File: config.mk
export PLATFORM = sky130hd
export DESIGN_NAME = pipelined_barrel_shifter
export DESIGN_NICKNAME = d
export VERILOG_FILES = /design/src/rtl/pipelined_barrel_shifter_pkg.sv /design/src/rtl/barrel_shift_stage.sv /design/src/rtl/pipelined_barrel_shifter.sv
export SDC_FILE = /design/constraint.sdc
export NUM_CORES = 1
export LEC_CHECK = 0
export ABC_AREA = 1
export CAP_MARGIN = 20
export CORE_UTILIZATION = 50
export CTS_CLUSTER_SIZE = 30
export DETAILED_ROUTE_END_ITERATION = 8
export GPL_ROUTABILITY_DRIVEN = 0
export HOLD_SLACK_MARGIN = 0.08
export MAX_ROUTING_LAYER = met4
export PLACE_DENSITY_LB_ADDON = 0.3
export SYNTH_ARGS = -nofsm -noshare
export SYNTH_HDL_FRONTEND = slang
export SYNTH_HIERARCHICAL = 1
export SYNTH_SLANG_ARGS = --single-unit
File: constraint.sdc
create_clock -name pipelined_barrel_shifter_port_clk -period 2.1 [get_ports pipelined_barrel_shifter_port_clk]
set_input_delay 0.21 -clock pipelined_barrel_shifter_port_clk [delete_from_list [all_inputs] [get_ports pipelined_barrel_shifter_port_clk]]
set_output_delay 0.21 -clock pipelined_barrel_shifter_port_clk [all_outputs]
set_load 0.05 [all_outputs]
File: src/rtl/pipelined_barrel_shifter_pkg.sv
// Shared constants for the pipelined barrel shifter: operating modes, shift
// directions and the legality rule for the data width.
package pipelined_barrel_shifter_pkg;

    localparam logic [1:0] MODE_LOGICAL  = 2'b00;
    localparam logic [1:0] MODE_ARITH    = 2'b01;
    localparam logic [1:0] MODE_ROTATE   = 2'b10;
    localparam logic [1:0] MODE_RESERVED = 2'b11;

    localparam logic DIR_RIGHT = 1'b0;
    localparam logic DIR_LEFT  = 1'b1;

    // Width must be a power of two so the shift amount maps onto mux levels exactly.
    function automatic logic isLegalWidth(input int width);
        return (width >= 4) && ((width & (width - 1)) == 0);
    endfunction

endpackage

File: src/rtl/barrel_shift_stage.sv
// One mux level of the barrel shifter: shifts by 2**LEVEL when the matching
// shift bit is set, then registers the beat with its control fields.
module barrel_shift_stage
    import pipelined_barrel_shifter_pkg::*;
#(
    parameter int WIDTH = 8,
    parameter int LEVEL = 0,
    localparam int LEVELS = $clog2(WIDTH)
) (
    input  logic              clk,
    input  logic              rstN,
    input  logic              upValid,
    input  logic [WIDTH-1:0]  upData,
    input  logic [LEVELS-1:0] upShift,
    input  logic              upDirection,
    input  logic [1:0]        upMode,
    input  logic              upCarry,
    input  logic              succLoad,
    output logic              stageValid,
    output logic [WIDTH-1:0]  stageData,
    output logic [LEVELS-1:0] stageShift,
    output logic              stageDirection,
    output logic [1:0]        stageMode,
    output logic              stageCarry
);

    localparam int STEP = 1 << LEVEL;

    logic              validReg;
    logic [WIDTH-1:0]  dataReg;
    logic [LEVELS-1:0] shiftReg;
    logic              directionReg;
    logic [1:0]        modeReg;
    logic              carryReg;

    logic              load;
    logic [WIDTH-1:0]  dataNext;
    logic              carryNext;
    logic              carryFromShift;
    logic [LEVELS-1:0] idxRight;
    logic [LEVELS-1:0] idxLeft;

    assign load = !validReg || succLoad;

    always_comb begin
        dataNext = upData;
        if (upShift[LEVEL]) begin
            if (upDirection == DIR_LEFT) begin
                if (upMode == MODE_ROTATE) begin
                    dataNext = (upData << STEP) | (upData >> (WIDTH - STEP));
                end else begin
                    dataNext = upData << STEP;
                end
            end else begin
                case (upMode)
                    MODE_ARITH:  dataNext = WIDTH'($signed(upData) >>> STEP);
                    MODE_ROTATE: dataNext = (upData >> STEP) | (upData << (WIDTH - STEP));
                    default:     dataNext = upData >> STEP;
                endcase
            end
        end
    end

    // WIDTH - n wraps to -n modulo WIDTH, so both carry indices fit in LEVELS bits.
    assign idxRight = upShift - LEVELS'(1);
    assign idxLeft  = LEVELS'(0) - upShift;

    always_comb begin
        carryFromShift = 1'b0;
        if (upShift != '0) begin
            carryFromShift = (upDirection == DIR_LEFT) ? upData[idxLeft] : upData[idxRight];
        end
        carryNext = (LEVEL == 0) ? carryFromShift : upCarry;
    end

    always_ff @(posedge clk) begin
        if (!rstN) begin
            validReg     <= 1'b0;
            dataReg      <= '0;
            shiftReg     <= '0;
            directionReg <= 1'b0;
            modeReg      <= '0;
            carryReg     <= 1'b0;
        end else if (load) begin
            validReg <= upValid;
            // Payload only moves with a real beat so a drained stage keeps its last result.
            if (upValid) begin
                dataReg      <= dataNext;
                shiftReg     <= upShift;
                directionReg <= upDirection;
                modeReg      <= upMode;
                carryReg     <= carryNext;
            end
        end
    end

    assign stageValid     = validReg;
    assign stageData      = dataReg;
    assign stageShift     = shiftReg;
    assign stageDirection = directionReg;
    assign stageMode      = modeReg;
    assign stageCarry     = carryReg;

endmodule

File: src/rtl/pipelined_barrel_shifter.sv
// Valid/ready barrel shifter with one register stage per shift-amount bit;
// supports logical, arithmetic and rotate shifts in both directions.
module pipelined_barrel_shifter
    import pipelined_barrel_shifter_pkg::*;
#(
    parameter int WIDTH = 8,
    localparam int LEVELS = $clog2(WIDTH)
) (
    input  logic              pipelined_barrel_shifter_port_clk,
    input  logic              pipelined_barrel_shifter_port_rst_n,
    input  logic              pipelined_barrel_shifter_port_in_valid,
    output logic              pipelined_barrel_shifter_port_in_ready,
    input  logic [WIDTH-1:0]  pipelined_barrel_shifter_port_in_data,
    input  logic [LEVELS-1:0] pipelined_barrel_shifter_port_in_shift,
    input  logic              pipelined_barrel_shifter_port_in_direction,
    input  logic [1:0]        pipelined_barrel_shifter_port_in_mode,
    output logic              pipelined_barrel_shifter_port_out_valid,
    input  logic              pipelined_barrel_shifter_port_out_ready,
    output logic [WIDTH-1:0]  pipelined_barrel_shifter_port_out_data,
    output logic              pipelined_barrel_shifter_port_out_carry,
    output logic              pipelined_barrel_shifter_port_out_zero
);

    if (!isLegalWidth(WIDTH)) begin : badWidth
        $error("pipelined_barrel_shifter: WIDTH must be a power of two and at least 4");
    end

    logic [LEVELS-1:0] validVec;
    logic [LEVELS-1:0] directionVec;
    logic [LEVELS-1:0] carryVec;
    logic [WIDTH-1:0]  stageData  [LEVELS];
    logic [LEVELS-1:0] stageShift [LEVELS];
    logic [1:0]        stageMode  [LEVELS];

    logic              srcValid     [LEVELS];
    logic [WIDTH-1:0]  srcData      [LEVELS];
    logic [LEVELS-1:0] srcShift     [LEVELS];
    logic              srcDirection [LEVELS];
    logic [1:0]        srcMode      [LEVELS];
    logic              srcCarry     [LEVELS];
    logic              succLoad     [LEVELS];

    for (genvar gi = 0; gi < LEVELS; gi++) begin : stageGen
        if (gi == 0) begin : fromPort
            assign srcValid[gi]     = pipelined_barrel_shifter_port_in_valid;
            assign srcData[gi]      = pipelined_barrel_shifter_port_in_data;
            assign srcShift[gi]     = pipelined_barrel_shifter_port_in_shift;
            assign srcDirection[gi] = pipelined_barrel_shifter_port_in_direction;
            assign srcMode[gi]      = pipelined_barrel_shifter_port_in_mode;
            assign srcCarry[gi]     = 1'b0;
        end else begin : fromStage
            assign srcValid[gi]     = validVec[gi-1];
            assign srcData[gi]      = stageData[gi-1];
            assign srcShift[gi]     = stageShift[gi-1];
            assign srcDirection[gi] = directionVec[gi-1];
            assign srcMode[gi]      = stageMode[gi-1];
            assign srcCarry[gi]     = carryVec[gi-1];
        end

        // A successor loads when out_ready is high or any stage from it to the end is empty;
        // written in closed form so the ready path stays a flat OR tree.
        if (gi == LEVELS - 1) begin : toPort
            assign succLoad[gi] = pipelined_barrel_shifter_port_out_ready;
        end else begin : toStage
            assign succLoad[gi] = pipelined_barrel_shifter_port_out_ready
                                | ~(&validVec[LEVELS-1:gi+1]);
        end

        barrel_shift_stage #(
            .WIDTH (WIDTH),
            .LEVEL (gi)
        ) stageInst (
            .clk            (pipelined_barrel_shifter_port_clk),
            .rstN           (pipelined_barrel_shifter_port_rst_n),
            .upValid        (srcValid[gi]),
            .upData         (srcData[gi]),
            .upShift        (srcShift[gi]),
            .upDirection    (srcDirection[gi]),
            .upMode         (srcMode[gi]),
            .upCarry        (srcCarry[gi]),
            .succLoad       (succLoad[gi]),
            .stageValid     (validVec[gi]),
            .stageData      (stageData[gi]),
            .stageShift     (stageShift[gi]),
            .stageDirection (directionVec[gi]),
            .stageMode      (stageMode[gi]),
            .stageCarry     (carryVec[gi])
        );
    end

    // Control fields of the final stage have no consumer.
    logic unusedTail;
    assign unusedTail = ^{stageShift[LEVELS-1], directionVec[LEVELS-1], stageMode[LEVELS-1]};

    assign pipelined_barrel_shifter_port_in_ready = pipelined_barrel_shifter_port_out_ready
                                                  | ~(&validVec);
    assign pipelined_barrel_shifter_port_out_valid = validVec[LEVELS-1];
    assign pipelined_barrel_shifter_port_out_data  = stageData[LEVELS-1];
    assign pipelined_barrel_shifter_port_out_carry = carryVec[LEVELS-1];
    assign pipelined_barrel_shifter_port_out_zero  = ~(|stageData[LEVELS-1]);

endmodule

==> flow_summary.yaml <==
outcome:
  status: "complete, no violations"
yosys:
  netlist_instances: 348
  yosysWarnings: 6
  synth_nets: 375
  postSynthAreaPerCell_sq_um: 6.85
  synth_area_sq_um: 2380
place:
  place_ws_ns: 0.235
  place_area_sq_um: 2630
  dp_hpwl_mm: 3.81
  io_buffers: 29
  placed_cells: 418
final_layout:
  final_cell_mix: "nand2_1, a21oi_1, dfxtp_1"
  n_antenna_cell: 0
  register_area_sq_um: 781
  design_area_sq_um: 2730
  syn2layout_area_growth_pct: 14.5
  multi_input_area_sq_um: 1340
  layout-drive-gt1-share_pct: 11.8
  final_cells: 426
  nFillCells: 434
  fin_nets: 400
  layout_commonest_cell: "nand2_1"
die:
  chipHeight_um: 71.0
  dieArea_sq_um: 5040
  chipWidth_um: 71.0
  placement_rows: 24
  start_util_pct: 53.2
  design.portCount: 30
  core-area_sq_um: 4470
sta:
  hold_violations: 0
  finalMaxSlewViolations: 0
  finClkSkew_ns: 0.00377
  fin_setup_tns_ns: 0
  slew_headroom_pct: 67.0
  max_freq_ghz: 0.529
  worstMarginPinSlew_ns: 0.494
  setup_viol_count_final: 0
  layout_setup_ws_ns: 0.211
  period_needed_ns: 1.89
  rsz0062_at_grt: "false"
  period_share_pct: 89.9
power:
  p_leak_nw: 1.18
  p_sw_w: 0.000496
  p_per_area_nw_per_um2: 628
  seqPwrFrac_pct: 48.5
  p_total_w: 0.00171
  clockPowerShare_pct: 31.7
  combPwrFrac_pct: 19.8
  switching_share_pct: 28.9
  max-vdd-ir-drop_mv: 0.257
  p_int_w: 0.00122
routing:
  route.antenna.remaining_nets: 0
  drc: 0
  dr.pass1.iters: 6
  vias_per_cell: 5.25
  routedWlPerCell_um: 11.6
  drt_iter0_drc: 138
  route.vias.total: 2238
  wirelength_mm: 4.93
global_routing:
  grt-ovfl-total: 0
  met3_usage_pct: 3.99
  grt_pass1_wl_mm: 8.51
  track_usage_pct: 21.8
  antenna_found_initial: 0
  grt.busiest_layer: "met2"
  grtUsageMet2_pct: 37.8
  grt_pass1_vias: 2056
  grt_max_degree: 26
  use_met1_pct: 23.7
clock_network:
  cts.clk_slew.worst_paths_ns: 0.07
  clk_latency_ns: 0.29
  cts_max_path_buffers: 2
  h-tree-depth: 2
  numCtsBuffers: 5
  postCtsResizedCells: 0
  cts_root_buffer: "clkbuf_8"
  cts.sinks: 39
  cts_tree: "yes"
  post_cts_buffers: 0
  hold_buffers: 0
setup_path:
  path_class: "reg2out"
  crit_required_ns: 1.89
  crit_path_end_kind: "primary output"
  critPathArrivalTime_ns: 1.68
  critPathMaxFanout: 3
  startpoint_type: "flop"
run:
  drv_cap: 0
worst_hold_path:
  holdCritPathClass: "reg2reg"
-- final timing paths --
| kind | cells past startpoint | to | slack [ns] | from |
|---|---|---|---|---|
| worst min register to register | 2 | stageGen[1].stageInst/stageCarry | 0.48 | stageGen[1].stageInst/stageCarry |
| worst max register to register | 9 | stageGen[0].stageInst/stageData[7] | 0.59 | stageGen[1].stageInst/stageValid |
| worst min-delay path | 2 | stageGen[1].stageInst/stageCarry | 0.48 | stageGen[1].stageInst/stageCarry |
| worst max-delay path | 4 | pipelined_barrel_shifter_port_out_zero | 0.21 | stageGen[2].stageInst/stageData[7] |
-- power by group through the flow --
stage                     Clock, W  Combinational [W]  Sequential (W)
final                     0.000543           0.000340        0.000830
after detailed placement         0           0.000337        0.000846
after floorplan                  0           0.000244        0.000847
after global routing      0.000593           0.000378        0.000838
after CTS                 0.000557           0.000338        0.000830
after global placement           0           0.000330        0.000845
-- through the flow --
| step | hold slack (ns) | util, % |
|---|---|---|
| floorplan | 0.346 | - |
| global placement | 0.458 | 58.8 |
| detailed placement | 0.467 | 58.8 |
| CTS | 0.483 | 61.0 |
| global route | 0.502 | 61.0 |
| finish | 0.477 | 61.0 |
-- area by class of cell --
type                       count  area share (%)
multi-input combinational    260            49.2
sequential                    39            28.6
timing repair buffer          32            11.4
inverter                      35            4.81
clock buffer                   8            3.67
tap                           52            2.38
-- critical path: stages, from the launching register on --
cell and delay (ns):
dfxtp_1 0.33, nor2_1 0.11, nand2_1 0.06, nor2_1 0.09
clkdlybuf4s50_1 0.80
-- per-layer routing --
layer | up-vias | share of wire [%] | wire [um]
met2 | 47 | 49 | 2410
met5 | - | 0 | 0
met3 | 18 | 2.7 | 131
met1 | 992 | 45 | 2200
li1 | 1181 | - | -
met4 | 0 | 3.8 | 189
-- flip-flops by register name, indices dropped and copies added (netlist names) --
| register | flops |
|---|---|
| stageGen.stageInst/stageCarry | 3 |
| stageGen.stageInst/stageData | 24 |
| stageGen.stageInst/stageDirection | 2 |
| stageGen.stageInst/stageMode | 4 |
| stageGen.stageInst/stageShift | 3 |
| stageGen.stageInst/stageValid | 3 |
Note: power is estimated with default switching activity, not from simulation.
